[config.mk]
export PLATFORM = sky130hd
export DESIGN_NAME = oclib_bc_buffer
export DESIGN_NICKNAME = d
export VERILOG_FILES = /design/src/rtl/oclib_pkg.sv /design/src/rtl/oclib_bc_buffer_lane.sv /design/src/rtl/oclib_bc_buffer.sv
export SDC_FILE = /design/constraint.sdc
export NUM_CORES = 1
export LEC_CHECK = 0
export BUFFER_PORTS_ARGS = -buffer_cell sky130_fd_sc_hd__buf_2
export CAP_MARGIN = 20
export CORE_UTILIZATION = 40
export DETAILED_ROUTE_END_ITERATION = 10
export PLACE_DENSITY = 0.57
export SKIP_LAST_GASP = 1
export SYNTH_ARGS = -nofsm -noshare
export SYNTH_HDL_FRONTEND = slang
export SYNTH_SLANG_ARGS = --single-unit
[constraint.sdc]
create_clock -name clock -period 2.65 [get_ports clock]
set_clock_uncertainty 0.05 [all_clocks]
set_input_delay 0.265 -clock clock [delete_from_list [all_inputs] [get_ports clock]]
set_output_delay 0.265 -clock clock [all_outputs]
set_load 0.01 [all_outputs]
[src/rtl/oclib_pkg.sv]
// Shared byte-channel types for the oclib blocks.
package oclib_pkg;

  typedef struct packed {
    logic [7:0] data;
    logic       valid;
    logic       ready;
  } bc_8b_bidi_s;

endpackage

[src/rtl/oclib_bc_buffer_lane.sv]
// One direction of the byte-channel buffer: pulsed-ready accept into a small
// FIFO, followed by a registered output word that is held until the sink's ready.
module oclib_bc_buffer_lane #(
  parameter int DATA_W = 8,
  parameter int Depth  = 4,
  localparam int PTR_W = $clog2(Depth),
  localparam int CNT_W = $clog2(Depth + 1)
) (
  input  logic              clk,
  input  logic              rst_n,
  input  logic [DATA_W-1:0] in_data,
  input  logic              in_valid,
  output logic              in_ready,
  output logic [DATA_W-1:0] out_data,
  output logic              out_valid,
  input  logic              out_ready,
  output logic [CNT_W-1:0]  count
);

  logic [DATA_W-1:0] mem [Depth];
  logic [PTR_W-1:0]  wr_ptr;
  logic [PTR_W-1:0]  rd_ptr;
  logic              push;
  logic              pop;

  // Fullness is judged on the pre-pop count, so a pop never frees a slot for
  // an accept at the same edge; !in_ready keeps the ready strictly one-cycle.
  assign push = in_valid && !in_ready && (count < CNT_W'(Depth));
  assign pop  = !out_valid && (count != '0);

  always_ff @(posedge clk or negedge rst_n) begin
    if (!rst_n) begin
      wr_ptr    <= '0;
      rd_ptr    <= '0;
      count     <= '0;
      in_ready  <= 1'b0;
      out_valid <= 1'b0;
      out_data  <= '0;
    end else begin
      in_ready <= push;
      if (push) begin
        wr_ptr <= wr_ptr + PTR_W'(1);
      end
      if (pop) begin
        rd_ptr    <= rd_ptr + PTR_W'(1);
        out_data  <= mem[rd_ptr];
        out_valid <= 1'b1;
      end else if (out_valid && out_ready) begin
        out_valid <= 1'b0;
      end
      count <= count + CNT_W'(push) - CNT_W'(pop);
    end
  end

  always_ff @(posedge clk) begin
    if (push) begin
      mem[wr_ptr] <= in_data;
    end
  end

endmodule

[src/rtl/oclib_bc_buffer.sv]
// Bidirectional byte-channel buffer: an independent request lane (up -> down)
// and response lane (down -> up), each with a Depth-entry FIFO.
module oclib_bc_buffer
  import oclib_pkg::*;
#(
  parameter type BcType = oclib_pkg::bc_8b_bidi_s,
  parameter int  Depth  = 4
) (
  input  logic                       clock,
  input  logic                       reset,
  input  BcType                      upIn,
  output BcType                      upOut,
  output BcType                      downOut,
  input  BcType                      downIn,
  output logic [$clog2(Depth+1)-1:0] reqCount,
  output logic [$clog2(Depth+1)-1:0] respCount
);

  // The channel struct carries one data field plus the valid and ready bits.
  localparam int DATA_W = $bits(BcType) - 2;

  if (Depth < 2 || (Depth & (Depth - 1)) != 0) begin : g_bad_depth
    $error("oclib_bc_buffer: Depth must be a power of two and at least 2");
  end

  logic [DATA_W-1:0] req_data;
  logic              req_valid;
  logic              req_ready;
  logic [DATA_W-1:0] resp_data;
  logic              resp_valid;
  logic              resp_ready;

  oclib_bc_buffer_lane #(
    .DATA_W (DATA_W),
    .Depth  (Depth)
  ) u_req_lane (
    .clk       (clock),
    .rst_n     (reset),
    .in_data   (upIn.data),
    .in_valid  (upIn.valid),
    .in_ready  (req_ready),
    .out_data  (req_data),
    .out_valid (req_valid),
    .out_ready (downIn.ready),
    .count     (reqCount)
  );

  oclib_bc_buffer_lane #(
    .DATA_W (DATA_W),
    .Depth  (Depth)
  ) u_resp_lane (
    .clk       (clock),
    .rst_n     (reset),
    .in_data   (downIn.data),
    .in_valid  (downIn.valid),
    .in_ready  (resp_ready),
    .out_data  (resp_data),
    .out_valid (resp_valid),
    .out_ready (upIn.ready),
    .count     (respCount)
  );

  // Each lane's accept ready travels back in the opposite-direction struct.
  always_comb begin
    upOut         = '0;
    upOut.data    = resp_data;
    upOut.valid   = resp_valid;
    upOut.ready   = req_ready;
    downOut       = '0;
    downOut.data  = req_data;
    downOut.valid = req_valid;
    downOut.ready = resp_ready;
  end

endmodule

Yosys cells after proc, flatten, opt, wreduce, memory -nomap -nowiden
Memory sizes are Yosys's and may differ from the RTL's. A register that Yosys moved wholly into a read port is not among the register bits.
Cells that the tools add are included.
Storage, ports and cells
  logic and storage cells: 48
  flip-flop bits (word level): 18
  bits in latches: 0
  ROM bits: 0
  bits of input ports: 22
  output and inout port bits: 26
  memories: 2
  bits in writable memories: 64
Cells by class
  shift operators: 0
  multiplexer cells: 8
  equal/unequal tests: 0
  $lt $le $gt $ge: 2
  bitwise operators: 0
  divide/modulo/power cells: 0
  reduce and logical (&&, ||, !) cells: 18
  multiply operators: 0
  add/subtract/negate cells: 8
Memories
  u_req_lane.mem: words 4, width 8, read ports 1, clocked after Yosys merged registers in 1, write ports 1, RTL line oclib_bc_buffer_lane.sv:20  | logic [DATA_W-1:0] mem [Depth];
  u_resp_lane.mem: words 4, width 8, read ports 1, clocked after Yosys merged registers in 1, write ports 1, RTL line oclib_bc_buffer_lane.sv:20
Operators by type and width (count)
  $add 2x1->2 const B: 4
  $logic_and 1x1->1: 8
  $mux 1: 8
  $add 3x1->3: 2
  $logic_not 1->1: 6
  $lt 3x3->1 const B: 2
  $reduce_bool 3->1: 2
  $sub 3x1->3: 2
  $reduce_bool 2->1: 2

Depth between registers and ports, before layout
Gate-level depths: netlist (run 1).
  depth after elaboration: 5
  depth in mapped cells: 9
  depth with buffers taken out: 9

Modules after synthesis
A second synthesis (run 1) with hierarchy kept.
Second synthesis, totals
  cell total of the unflattened synthesis: 196
  area, all modules: 3926.3 µm²
Modules (own cells, without submodules)
  oclib_bc_buffer_lane: area each 1948.1 µm², cells each 96, seq. area each 1386.3 µm², instances 2
  oclib_bc_buffer: area each 30.0 µm², cells each 4, seq. area each 0.0 µm², instances 1

Worst setup path before layout (run 1)
No wires, ideal clock.
  path type: register to register
  from: reg u_resp_lane.count[2]
  to: reg u_resp_lane.count[2]
  period minus slack after synthesis: 2179 ps
  path buffers: 0
  path slack: 471 ps
  cell stages (with the launch flop): 10
  arrival: 2001 ps
  required time: 2472 ps
  setup time: 128 ps
  cell sequence: dfrtp_1 -> nor3_2 -> nor2_4 -> ha_1 -> inv_1 -> ha_1 -> inv_1 -> fa_1 -> xnor2_1 -> xnor2_1
On the way
  elaborated cells on any way between the ends: 6
  classes of those cells: 2 x add/sub; 1 x order compare; 3 x reduce/logical
RTL lines
  from (decl): RTL line oclib_bc_buffer_lane.sv:17  | output logic [CNT_W-1:0] count
  from (signal assigned): RTL line oclib_bc_buffer_lane.sv:51  | count <= count + CNT_W'(push) - CNT_W'(pop);
  $reduce_bool 3->1: RTL line oclib_bc_buffer_lane.sv:29  | assign pop = !out_valid && (count != '0);
  $logic_and 1x1->1: RTL line oclib_bc_buffer_lane.sv:29
  via u_resp_lane.pop: RTL line oclib_bc_buffer_lane.sv:24  | logic pop;
  $sub 3x1->3: RTL line oclib_bc_buffer_lane.sv:51
The timed path passes the listed nets, and every way through them passes these cells.
A chain may end at the register's enable or synchronous reset.

Worst setup path in the final report (run 1)
  from: reg u_resp_lane.count[1]
  to: reg u_resp_lane.count[2]
Same word-level chain as after synthesis.

==> results of run 1 <==
power by group through the flow:
stage | sequential (uW) | clock, uW | combinational [uW]
after CTS | 2410 | 889 | 1550
final | 2390 | 860 | 1520
after global placement | 2420 | 0 | 1530
after detailed placement | 2450 | 0 | 1550
after global routing | 2460 | 947 | 1700
after floorplan | 2330 | 0 | 1220
metrics by stage:
stage	setup slack, ps	total power [uW]	instances
2_1_floorplan	470.9	3552	196
3_3_place_gp	410.6	3952	364
3_5_place_dp	367.1	3992	364
4_1_cts	341.2	4855	381
5_1_grt	136.6	5108	381
6_report	353.8	4774	381
worst register-to-register path, cell delays in order, from the launching register on:
cell	delay [ps]
dfrtp_1	450
nor3_2	110
nor2_4	370
ha_1	320
inv_1	60
ha_1	130
inv_1	50
fa_1	370
xnor2_1	140
xnor2_1	130
kinds of logic after synthesis:
family / after synthesis
flops: 98
mux: 34
buf+inv: 20
simple gates: 18
fa+ha+maj: 14
xor+xnor: 10
compound gates: 2
cells in the final DEF (no fill, tap or decap):
cell type and instances:
dfrtp_1 34, fa_1 2, o21ai_0 2, xnor2_1 6
nor3b_1 2, mux4_2 16, nor3_2 2, clkinv_4 2
ha_1 12, clkinv_2 2, and2_1 8, nor3b_2 2
mux2i_1 2, mux2_4 16, nor2_4 2, inv_1 12
nand2_1 2, clkbuf_1 1, clkbuf_8 10, clkinv_1 1
xor2_1 4, dlygate4sd3_1 1, edfxtp_1 64, buf_2 47
state kept, by name, indices dropped and copies added (netlist names), 3 cells and up:
| signal | cells |
|---|---|
| u_req_lane.count | 3 |
| u_req_lane.mem | 32 |
| u_req_lane.out_data | 8 |
| u_resp_lane.count | 3 |
| u_resp_lane.mem | 32 |
| u_resp_lane.out_data | 8 |
per-layer routing:
layer  wire [um]  global-route usage [%]  share of wire, %
met2        3006                   21.93                48
met1        2959                   18.76                47
met3         227                   2.635               3.6
met4          96                   6.355               1.5
met5           0                       0                 0
final timing paths:
kind / endpoint / cells after the start
setup / recovery: u_resp_lane.count[2] / 9
hold / removal: u_resp_lane.out_valid / 2
setup reg to reg: u_resp_lane.count[2] / 9
hold reg to reg: u_resp_lane.in_ready / 1
max in group asynchronous: u_resp_lane.rd_ptr[1] / 2
min in group asynchronous: u_resp_lane.wr_ptr[0] / 2
final cells by class:
class | count | share of cell area [%]
Clock buffer | 11 | 3.180
Clock inverter | 5 | 0.7036
Inverter | 12 | 1.013
Multi-Input combinational cell | 78 | 23.59
Sequential cell | 98 | 62.37
Tap cell | 129 | 3.631
Timing Repair Buffer | 48 | 5.516
timing repair:
action,4_1_cts,5_1_grt
hold buffers,1,0
endpoints found under the setup margin,0,0
endpoints found under the hold margin,34,0
==> metrics.yaml, run 1 <==
outcome:
  outcome: "finished clean"
timing:
  final_max_slew_viol_count: 0
  timing.hold.ws_ps: 50.61
  slew_headroom_pct: 44.46
  tns_ps: 0
  hold_viol: 0
  setup-violations-final: 0
  worstMarginPinSlew_ps: 833.1
  fmax_mhz: 435.5
  period_share_pct: 86.65
  grt_setup_unrepaired: "false"
  period_needed_ps: 2296
yosys:
  synthTopCellsByCount: "64 x edfxtp_1, 34 x dfrtp_1, 16 x mux2_4, 16 x mux4_2"
  syn_area_mm2: 0.003926
  synth_xor_area_share_pct: 2.231
  synth_top_family_by_area: "multiplexers"
  synthFlopType: "edfxtp_1"
  ys_top_cells_by_area: "edfxtp_1 49%, dfrtp_1 22%, mux4_2 9.2%"
  synth-simple-area-share_pct: 3.569
  synth-seq-cells: 98
  ys_types: 21
  synth_top_area_share_pct: 48.95
  syn_avg_cell_area_um2: 20.03
  yosysMostFrequentCell: "edfxtp_1"
  synth_fp_nets: 232
  yosysSeqAreaShare_pct: 70.62
  yosys_warnings: 0
  yosysTopAreaCell: "edfxtp_1"
  synth.area.mux_share_pct: 15.81
  syn_inst: 196
  synth_fa_ha_area_share_pct: 4.844
  synth_compound_gate_area_share_pct: 0.2549
  async_flop_share_pct: 34.69
  synth_edf_count: 64
route:
  post_drt_wl_per_cell_um: 16.51
  wirelength_um: 6289
  post_drt_via_cell_ratio: 4.677
  drt_iter0_markers: 88
  drc: 0
  vias: 1782
  dr.pass1.iters: 4
  postRouteAntennaNets: 0
placed_design:
  hpwl_um: 4190
  place_congestion: 0.7134
  io_buffers: 47
  place_area_mm2: 0.004263
floorplanning:
  die_w_um: 101.1
  fp.dieH_um: 101.1
  core_area_mm2: 0.009371
  start_util_pct: 41.90
  num_rows: 35
  boundaryPins: 48
  dieArea_mm2: 0.01022
layout:
  antenna_cells: 0
  utilization_pct: 47.44
  area_delta_synth_final_pct: 13.22
  multi_input_area_mm2: 0.001049
  fillers: 826
  final_layout_size_suffix_gt1_share_pct: 39.29
  stdcell_area_mm2: 0.004446
  finalNetCount: 283
  seqCellArea_mm2: 0.002773
worst_setup_path:
  end_kind: "flop"
  cpMaxStageDelayCell: "dfrtp_1"
  startpoint: "u_resp_lane.count[1]"
  cp_data_arrival_time_ps: 2470
  cpLargestDelayFamily: "adder cells"
  critPathRequiredTime_ps: 2820
  critPathKind: "flop to flop"
  startpoint_type: "flop"
  r2r_slack_ps: 350
  path_cells: "nor3_2, nor2_4, ha_1, inv_1, ha_1, inv_1, fa_1, xnor2_1, xnor2_1"
  critPathBufInv: 2
  r2r-start: "u_resp_lane.count[1]"
  worstPathMaxFanout: 10
  cpPeakStageDelay_ps: 450
clock_tree:
  htree_num_levels: 3
  clkSinkCount: 98
  cts_inserted_buffers: 9
  cts_tree: "done"
  post_cts_buffers: 0
  clockBufferDepth: 2
  clk_latency_ps: 340
  clockRootBuffer: "clkbuf_8"
  clk_pin_slew_worst_paths_ps: 80
  postCtsResizedCells: 0
global_routing:
  grt_antenna_before_repair: 0
  grt_pass1_wl_um: 10260
  grt_use_total_pct: 13.90
  grt_max_degree: 35
  grt-ovfl-total: 0
  grt_pass1_vias: 1964
power_and_ir_drop:
  switching_share_pct: 31.37
  power.leakage_uw: 0.001745
  power_density_mw_per_mm2: 1074
  switching_power_uw: 1497
  vdd_drop_max_mv: 0.5768
  p_int_uw: 3276
  pwr-share-seq_pct: 50.1
  p_comb_share_pct: 31.9
  clkPwrFrac_pct: 18.0
flow_run:
  maxCapViolations: 0
min_path:
  holdCritPathClass: "primary input to flop"
  hp-start: "upIn[0]"
Power figures use the tool's default switching activity.
==> inputs of run 2 (changes only) <==
--- a/config.mk
+++ b/config.mk
@@ -7,9 +7,9 @@
 export LEC_CHECK = 0
 export BUFFER_PORTS_ARGS = -buffer_cell sky130_fd_sc_hd__buf_2
 export CAP_MARGIN = 20
-export CORE_UTILIZATION = 40
+export CORE_UTILIZATION = 57
 export DETAILED_ROUTE_END_ITERATION = 10
-export PLACE_DENSITY = 0.57
+export PLACE_DENSITY = 0.77
 export SKIP_LAST_GASP = 1
 export SYNTH_ARGS = -nofsm -noshare
 export SYNTH_HDL_FRONTEND = slang
==> metrics.yaml, run 2 (synthesis gave the netlist of run 1 again) <==
outcome:
  outcome: "finished clean"  # unchanged
power_and_ir_drop:
  vdd_drop_max_mv: 0.6443  # was 0.5768 mV
  power_density_mw_per_mm2: 1118  # was 1074 mW/mm^2
  power.leakage_uw: 0.001766  # was 0.001745 uW
  switching_share_pct: 30.33  # was 31.37%
  clkPwrFrac_pct: 20.8  # was 18.0%
  switching_power_uw: 1504  # was 1497 uW
  total_power_uw: 4957  # was 4774 uW
  p_int_uw: 3453  # was 3276 uW
  pwr-share-seq_pct: 48.2  # was 50.1%
  p_comb_share_pct: 31.0  # was 31.9%
timing:
  setup-violations-final: 0  # unchanged
  period_needed_ps: 2337  # was 2296 ps
  grt_setup_unrepaired: "false"  # unchanged
  worstMarginPinSlew_ps: 772.5  # was 833.1 ps
  tns_ps: 0  # unchanged
  final_max_slew_viol_count: 0  # unchanged
  hold_viol: 0  # unchanged
  fmax_mhz: 428.0  # was 435.5 MHz
  slew_headroom_pct: 48.50  # was 44.46%
  period_share_pct: 88.18  # was 86.65%
clock_tree:
  htree_num_levels: 3  # unchanged
  cts_tree: "done"  # unchanged
  clockBufferDepth: 2  # unchanged
  post_cts_buffers: 0  # unchanged
  clk_latency_ps: 350  # was 340 ps
  postCtsResizedCells: 0  # unchanged
  cts_inserted_buffers: 9  # unchanged
  clockRootBuffer: "clkbuf_8"  # unchanged
  clk_pin_slew_worst_paths_ps: 90  # was 80 ps
  clkSinkCount: 98  # unchanged
worst_setup_path:
  worstPathMaxFanout: 10  # unchanged
  startpoint_type: "flop"  # unchanged
  critPathRequiredTime_ps: 2880  # was 2820 ps
  critPathKind: "flop to flop"  # unchanged
  cp_data_arrival_time_ps: 2560  # was 2470 ps
  end_kind: "flop"  # unchanged
layout:
  fillers: 414  # was 826
  final_layout_size_suffix_gt1_share_pct: 39.92  # was 39.29%
  final_cell_mix: "64 x edfxtp_1, 47 x buf_2, 34 x dfrtp_1, 16 x mux4_2, 16 x mux2_4"  # unchanged
  area_delta_synth_final_pct: 12.91  # was 13.22%
  reg_top3: "u_req_lane.mem: 32 flops, u_resp_lane.mem: 32 flops"  # unchanged
  finalNetCount: 284  # was 283
  layout_commonest_cell: "edfxtp_1"  # unchanged
  antenna_cells: 0  # unchanged
  stdcell_area_mm2: 0.004433  # was 0.004446 mm^2
route:
  wirelength_um: 5987  # was 6289 um
  drt_iter0_markers: 89  # was 88
  postRouteAntennaNets: 0  # unchanged
  vias: 1817  # was 1782
  dr.pass1.iters: 4  # unchanged
  post_drt_via_cell_ratio: 5.506  # was 4.677
  post_drt_wl_per_cell_um: 18.14  # was 16.51 um
  drc: 0  # unchanged
min_path:
  holdCritPathClass: "primary input to flop"  # unchanged
global_routing:
  grt-ovfl-total: 0  # unchanged
  grt_pass1_vias: 1969  # was 1964
  grt_max_degree: 35  # unchanged
  grt_pass1_wl_um: 10090  # was 10260 um
  grt_use_total_pct: 19.26  # was 13.90%
  grt_antenna_before_repair: 0  # unchanged
floorplanning:
  num_rows: 29  # was 35
  start_util_pct: 60.45  # was 41.90%
  die_w_um: 85.00  # was 101.1 um
  boundaryPins: 48  # unchanged
  fp.dieH_um: 85.00  # was 101.1 um
  core_area_mm2: 0.006495  # was 0.009371 mm^2
  dieArea_mm2: 0.007224  # was 0.01022 mm^2
placed_design:
  hpwl_um: 4023  # was 4190 um
  io_buffers: 47  # unchanged
  place_congestion: 0.7099  # was 0.7134
  place_area_mm2: 0.004205  # was 0.004263 mm^2
flow_run:
  maxCapViolations: 0  # unchanged
run 2: path summary, 6_finish.rpt:
path                                   startpoint                 endpoint  slack, ps  depth (start not counted)
max in group asynchronous                   reset   u_req_lane.out_data[0]       1580                          2
setup / recovery             u_resp_lane.count[2]     u_resp_lane.count[2]        310                          9
hold / removal                            upIn[0]    u_resp_lane.out_valid         40                          2
min in group asynchronous                   reset  u_resp_lane.out_data[1]        470                          2
hold reg to reg            u_req_lane.out_data[6]   u_req_lane.out_data[6]        460                          1
setup reg to reg             u_resp_lane.count[2]     u_resp_lane.count[2]        310                          9
run 2: worst max-delay path: stages, from the launching register on:
cell and delay (ps):
dfrtp_1 450, nor3_2 340, nor2_4 150, ha_1 300, inv_1 60, ha_1 130
inv_1 50, fa_1 380, xnor2_1 200, xnor2_1 150
run 2: cell type report:
cell class,count,area [um^2],area share (%)
flip-flops and latches,98,2773,62.55
clock inverters,6,90.09,2.032
repair buffers,49,252.7,5.701
inverters,12,45.04,1.016
clock buffers,10,127.6,2.879
multi-input cells,78,1049,23.65
well taps,77,96.34,2.173
run 2: power groups by stage:
| stage | combinational, uW | clock [uW] | sequential (uW) |
|---|---|---|---|
| after global routing | 1710 | 1110 | 2450 |
| after floorplan | 1220 | 0 | 2330 |
| after global placement | 1510 | 0 | 2410 |
| final | 1540 | 1030 | 2390 |
| after detailed placement | 1550 | 0 | 2430 |
| after CTS | 1560 | 1050 | 2400 |
run 2: layer usage:
metal / GRT usage [%] / wire length [um] / vias up
li1: - / - / 832
met1: 26.63 / 2806 / 925
met2: 29.11 / 2810 / 44
met3: 4.572 / 202 / 16
met4: 9.861 / 167 / 0
met5: 0 / 0 / -
run 2: per-stage QoR:
step	std cells	worst slack (ps)	utilization [%]	hold WS [ps]
finish	330	313.3	68.25	35.16
global route	330	118.9	68.25	18.62
CTS	330	294.9	68.25	16.14
detailed placement	313	319.4	64.75	343.5
global placement	313	432.9	64.75	343.3
floorplan	196	470.9	-	-80.59
run 2: repair_timing:
action	in CTS	in global routing
hold buffers	1	0
endpoints found under the setup margin	0	0
hold endpoints to repair	34	0
